$ cat config.mk
export PLATFORM = sky130hd
export DESIGN_NAME = instr_decoder
export DESIGN_NICKNAME = d
export VERILOG_FILES = /design/src/rtl/instr_decoder.sv
export SDC_FILE = /design/constraint.sdc
export NUM_CORES = 1
export LEC_CHECK = 0
export CAP_MARGIN = 30
export CORE_UTILIZATION = 30
export CTS_BUF_LIST = sky130_fd_sc_hd__clkbuf_4 sky130_fd_sc_hd__clkbuf_8
export DETAILED_ROUTE_END_ITERATION = 8
export DONT_BUFFER_PORTS = 1
export PLACE_DENSITY = 0.42
export SYNTH_ARGS = -nofsm -noshare
export SYNTH_HDL_FRONTEND = slang
export SYNTH_SLANG_ARGS = --single-unit
$ cat constraint.sdc
create_clock -name clk -period 4.1 [get_ports clk]
set_clock_uncertainty 0.2 [all_clocks]
set_input_delay 0.205 -clock clk [delete_from_list [all_inputs] [get_ports clk]]
set_output_delay 0.205 -clock clk [all_outputs]
set_load 0.05 [all_outputs]
$ cat src/rtl/instr_decoder.sv
// Instruction decoder: accepts 16-bit instruction words over valid/ready and
// drives a registered datapath control bundle; multiply occupies two cycles.
module instr_decoder (
  input  logic        clk,
  input  logic        rst,
  input  logic [15:0] inst,
  input  logic        inst_valid,
  output logic        inst_ready,
  output logic [15:0] regEnable,
  output logic        flagEn,
  output logic        RorI,
  output logic [7:0]  opcode,
  output logic [3:0]  Rsrc,
  output logic [3:0]  Rdest,
  output logic [15:0] imm,
  output logic        ctrl_valid,
  output logic        illegal,
  output logic [15:0] issue_cnt,
  output logic [7:0]  illegal_cnt
);

  typedef enum logic [1:0] {IDLE, ISSUE, MUL2} state_t;

  state_t      state, state_n;
  logic        mul_q, mul_n;
  logic        xfer;
  logic [3:0]  op, ext;

  logic        d_wr, d_flag, d_rori, d_mul, d_ill;
  logic [15:0] d_imm;

  logic [15:0] re_n, imm_n;
  logic        fe_n, ri_n, cv_n, il_n;
  logic [7:0]  opc_n;
  logic [3:0]  rs_n, rd_n;

  assign op         = inst[15:12];
  assign ext        = inst[7:4];
  assign inst_ready = (state != ISSUE) || !mul_q;
  assign xfer       = inst_valid && inst_ready;

  always_comb begin
    d_wr   = 1'b0;
    d_flag = 1'b0;
    d_rori = 1'b0;
    d_mul  = 1'b0;
    d_ill  = 1'b0;
    d_imm  = 16'h0000;
    case (op)
      4'h0: begin
        case (ext)
          4'h1, 4'h2, 4'h3, 4'h6, 4'hD: d_wr = 1'b1;
          4'h5, 4'h7, 4'h9, 4'hA: begin
            d_wr   = 1'b1;
            d_flag = 1'b1;
          end
          4'hB: d_flag = 1'b1;
          4'hE: begin
            d_wr  = 1'b1;
            d_mul = 1'b1;
          end
          default: d_ill = 1'b1;
        endcase
      end
      4'h1, 4'h2, 4'h3, 4'h6: begin
        d_wr   = 1'b1;
        d_rori = 1'b1;
        d_imm  = {8'h00, inst[7:0]};
      end
      4'h5, 4'h7, 4'h9, 4'hA: begin
        d_wr   = 1'b1;
        d_flag = 1'b1;
        d_rori = 1'b1;
        d_imm  = {{8{inst[7]}}, inst[7:0]};
      end
      4'hB: begin
        d_flag = 1'b1;
        d_rori = 1'b1;
        d_imm  = {{8{inst[7]}}, inst[7:0]};
      end
      4'hD, 4'hE: begin
        d_wr   = 1'b1;
        d_rori = 1'b1;
        d_mul  = (op == 4'hE);
        d_imm  = {{8{inst[7]}}, inst[7:0]};
      end
      4'h8: begin
        // Shift immediates borrow inst[4] as the sign bit of a 5-bit count.
        if (ext == 4'h4 || ext == 4'h6) begin
          d_wr = 1'b1;
        end else if (ext[3:2] == 2'b00) begin
          d_wr   = 1'b1;
          d_rori = 1'b1;
          d_imm  = {{11{inst[4]}}, inst[4:0]};
        end else begin
          d_ill = 1'b1;
        end
      end
      default: d_ill = 1'b1;
    endcase
  end

  always_comb begin
    state_n = IDLE;
    mul_n   = 1'b0;
    re_n    = 16'h0000;
    fe_n    = 1'b0;
    ri_n    = 1'b0;
    opc_n   = 8'h00;
    rs_n    = 4'h0;
    rd_n    = 4'h0;
    imm_n   = 16'h0000;
    cv_n    = 1'b0;
    il_n    = 1'b0;
    if (xfer) begin
      state_n = ISSUE;
      cv_n    = 1'b1;
      if (d_ill) begin
        il_n = 1'b1;
      end else begin
        mul_n = d_mul;
        re_n  = (d_wr && !d_mul) ? (16'h0001 << inst[11:8]) : 16'h0000;
        fe_n  = d_flag;
        ri_n  = d_rori;
        opc_n = {op, ext};
        rs_n  = inst[3:0];
        rd_n  = inst[11:8];
        imm_n = d_imm;
      end
    end else if (state == ISSUE && mul_q) begin
      // Multiply result lands in the second cycle; operands stay put.
      state_n = MUL2;
      re_n    = 16'h0001 << Rdest;
      ri_n    = RorI;
      opc_n   = opcode;
      rs_n    = Rsrc;
      rd_n    = Rdest;
      imm_n   = imm;
      cv_n    = 1'b1;
    end
  end

  always_ff @(posedge clk or negedge rst) begin
    if (!rst) begin
      state       <= IDLE;
      mul_q       <= 1'b0;
      regEnable   <= 16'h0000;
      flagEn      <= 1'b0;
      RorI        <= 1'b0;
      opcode      <= 8'h00;
      Rsrc        <= 4'h0;
      Rdest       <= 4'h0;
      imm         <= 16'h0000;
      ctrl_valid  <= 1'b0;
      illegal     <= 1'b0;
      issue_cnt   <= 16'h0000;
      illegal_cnt <= 8'h00;
    end else begin
      state      <= state_n;
      mul_q      <= mul_n;
      regEnable  <= re_n;
      flagEn     <= fe_n;
      RorI       <= ri_n;
      opcode     <= opc_n;
      Rsrc       <= rs_n;
      Rdest      <= rd_n;
      imm        <= imm_n;
      ctrl_valid <= cv_n;
      illegal    <= il_n;
      if (xfer) issue_cnt <= issue_cnt + 16'd1;
      if (xfer && d_ill && illegal_cnt != 8'hFF) illegal_cnt <= illegal_cnt + 8'd1;
    end
  end

endmodule

==> results by stage <==
Clock network:
- The setup fix buffers added after clock tree synthesis is 0.
- The clock net in this run drives a total of 72 sinks.
- TritonCTS built the clock tree.
- After clock tree synthesis, the clock-pin slew on the worst setup and hold paths is about 0.08 ns.
- Clock tree synthesis inserted a total of 9 buffers.
- The count of instances resized after the clock tree is built is 0.
- The later pin in the worst-skew pair is clocked with a latency of 0.35 ns.
- The count of hold buffers inserted by post-cts repair is 19.
- The maximum count of clock buffers along a single path is 2.
- The number of levels in the clock H-tree is 3.
- CTS placed an instance of clkbuf_8 at the clock tree root.

Worst setup path:
- The startpoint type of the worst setup path is a flop.
- The worst register-to-register path begins at state[0].
- The number of cells on the worst reg-to-reg path is 5.
- In this run the critical register-to-register path is captured at regEnable[1].
- STA puts the critical path data required time at 4.16 ns.
- The critical path class is reg -> reg.
- The maximum fanout count along the critical path is 10.
- The worst setup path is captured at a flop.
- The data arrival time at the worst-slack endpoint is around 2.9 ns.
- The worst reg-to-reg setup slack is 1.25 ns.

Power:
- The power per standard cell area is 546 nW/um^2.
- The maximum resistive drop on vdd is 0.203 mV.
- Summed over all cells, the static leakage comes to 1.63 nW.

Finish:
- In the layout the commonest cells are dfrtp_1, nand2_1, a22o_1, dlygate4sd3_1, xnor2_1.
- The repair_antennas step left the layout with diodes totalling 0.
- The post-route netlist has a little over a tenth of its cells at a drive strength greater than 1.
- The net count of the finished layout is 307.
- The most common cell after layout, fill and taps aside is dfrtp_1.
- The synthesis-to-finish area growth is 17.9%.

Yosys:
- The most instantiated flip-flop cell in the synthesis netlist is dfrtp_1.
- After synthesis, the largest family of logic cells by area is simple AND/OR/NAND/NOR gates.
- Synthesis instantiated 45 different standard cells from the library.
- The number of cells produced by synthesis is 270.
- For this run, asynchronously set or reset flops after synthesis account for 100%.
- The mux share of post-synthesis cell area is 0.849%.
- The synthesized design contains 0 enable-type register cells.
- The average cell area after synthesis is 11.5 sq um.
- The synthesized net count is slightly below 300.
- The synthesis warning total is 0.
- The synthesized design contains 72 register bits.
- The area share of xor/xnor cells in the synthesized design is 6.22%.
- The share of synthesized area occupied by flip-flops and latches is 58.2%.
- Summing the areas of all compound-gate instances in the mapped netlist gives 14.3% of the synthesized area.
- The post-synth design cell area is 3100 sq um.
- The synthesized netlist devotes 16.0% of its cell area to simple gates.
- The adder-cell share of the synthesized area is 0.808%.

Timing:
- The final worst slack is 1.25 ns.
- The minimum hold slack is 0.0173 ns.
- In the final timing run, aggregate negative setup slack is 0 ns.
- In this run the tightest slew margin relative to its limit is 33.0%.
- The hold violation count in the final report came to 0.
- The final critical-path share of the clock period is 69.5%.
- For the pin with the worst max-slew slack, the measured transition is roughly 1 ns.
- Setup repair after global routing left no endpoint under its margin.
- The total setup violations reported at the end of the flow is 0.
- The number of max-slew violations in the final report is 0.
- The clock period minus final worst setup slack is 2.85 ns.
- The top achievable clock speed is 351 MHz.

Detailed routing:
- In the routed layout, each cell is associated on average with a via count of 5.12.
- After the first detailed-routing iteration, the DRC count stood at ~130.
- The total detailed-routing wirelength is 7600 um.
- The total vias in the final route is roughly 2200.
- The remaining antenna violation count after routing is 0.
- The first-pass detailed-route iteration total is 4.
- In the final routed layout, each cell accounts on average for 17.9 um.
- After detailed routing, the number of remaining DRC violations is 0.

Placement:
- Routability-driven placement finished with a final weighted congestion of between 0.7 and 0.8.
- The HPWL after detailed placement is 4970 um.
- The placement-stage worst setup slack is roughly 1.2 ns.
- Input and output buffers added on the ports amount to 0.

Min path:
- The cell count of the worst hold path is 3.
- The startpoint identified for the worst hold timing path is inst[14].
- The sink of the worst hold path is illegal.
- In this run the worst hold path is classified as in -> reg.

GRT:
- The first-pass GRT wire length is between 10000 and 15000 um.
- The number of antenna violations at the first check in global routing is 0.
- For this run the aggregate overflow at the end of global routing stands at 0.
- The via count of the first global-routing pass is 2196.
- The pin count of the biggest net entering global routing is 73.
- Global routing used 15.0% of the available tracks across all layers.

Floorplanning:
- The number of core rows is 36.
- The vertical die dimension is around 100 um.
- Once the floorplan was initialized, standard cells occupied 31.2% of the core.
- The region available for standard cell placement spans 9910 sq um.
- The area of the die is 10700 sq um.
- The die outline width is 104 um.
- For this design the top-level I/O count stands at 96.

Flow run:
- The number of maximum-capacitance constraint violations is 0.

Status:
- The run finished with clean final reports.
==> cells in the mapped netlist, types with 5 or more instances <==
cell	number	area share, %
nand4_1	8	1.6
o21ai_0	6	0.97
and3_1	7	1.4
nand2b_1	9	1.8
a21oi_1	6	0.97
a22o_1	19	5.4
nand3_1	8	1.3
inv_1	5	0.61
clkbuf_1	5	0.61
dfrtp_1	72	58
xor2_1	5	1.4
xnor2_1	17	4.8
nor2_1	11	1.3
nand2_1	27	3.3
buf_4	7	1.7
o22ai_1	16	3.2
==> per-stage QoR <==
step / util [%] / area [sq um] / power (W) / std cells
after floorplan: - / 3100 / 0.00126 / 270
after global placement: 32.1 / 3180 / 0.00130 / 388
after detailed placement: 32.3 / 3200 / 0.00131 / 389
after CTS: 36.8 / 3650 / 0.00202 / 424
after global routing: 36.8 / 3650 / 0.00209 / 424
final: 36.8 / 3650 / 0.00199 / 424
==> worst max-delay path by stage <==
| stage | endpoint | slack (ns) | startpoint | cells after the start |
|---|---|---|---|---|
| 6_report | regEnable[1] | 1.25 | state[0] | 5 |
| 3_5_place_dp | regEnable[1] | 1.21 | state[1] | 4 |
| 2_1_floorplan | illegal_cnt[6] | 1.67 | state[0] | 4 |
| 3_3_place_gp | regEnable[6] | 1.32 | state[0] | 5 |
| 4_1_cts | regEnable[1] | 1.18 | state[1] | 4 |
| 5_1_grt | regEnable[6] | 1.03 | state[0] | 5 |
==> metal layers <==
metal / share of wire, % / track usage [%]
met1: 46 / 20.5
met5: 0 / 0
met3: 7.9 / 4.97
met4: 1.9 / 6.83
met2: 44 / 21.4
==> cell families (layout without fill, tap and decap cells) <==
kind of cell,count (synthesis),in the layout
AOI/OAI and AO/OA,59,59
xor gates and xnor gates,22,22
adders and majority gates,2,2
buffers and inverters,22,43
DFF,72,72
muxes,2,2
and+or+nand+nor,91,91
==> where the power goes <==
part	total (W)	leakage, nW	switching (W)	internal (W)
Clock	0.000670	0.115	0.000278	0.000393
Sequential	0.00113	0.960	0.000351	0.000776
Combinational	0.000194	0.552	0.000101	0.0000931
Total	0.00199	1.63	0.000730	0.00126
==> critical path, cell delays in order (launching register included) <==
cell      delay [ns]
dfrtp_1         0.37
nand3b_1        0.58
nand2_1         0.45
nor4_2          0.58
nand4b_1        0.31
o22ai_1         0.27
==> state kept, by name, indices dropped and copies added (netlist names) <==
register,cells
Rdest,4
RorI,1
Rsrc,4
ctrl_valid,1
flagEn,1
illegal,1
illegal_cnt,8
imm,9
issue_cnt,16
mul_q,1
opcode,8
regEnable,16
state,2
==> layout make-up <==
cell class / count / area (sq um)
Sequential cell: 72 / 1810
Clock inverter: 4 / 75.1
Tap cell: 133 / 166
Fill cell: 1005 / 6260
Timing Repair Buffer: 21 / 235
Inverter: 6 / 22.5
Multi-Input combinational cell: 176 / 1180
Clock buffer: 12 / 165
No activity file was read; power rests on OpenSTA's default activity.
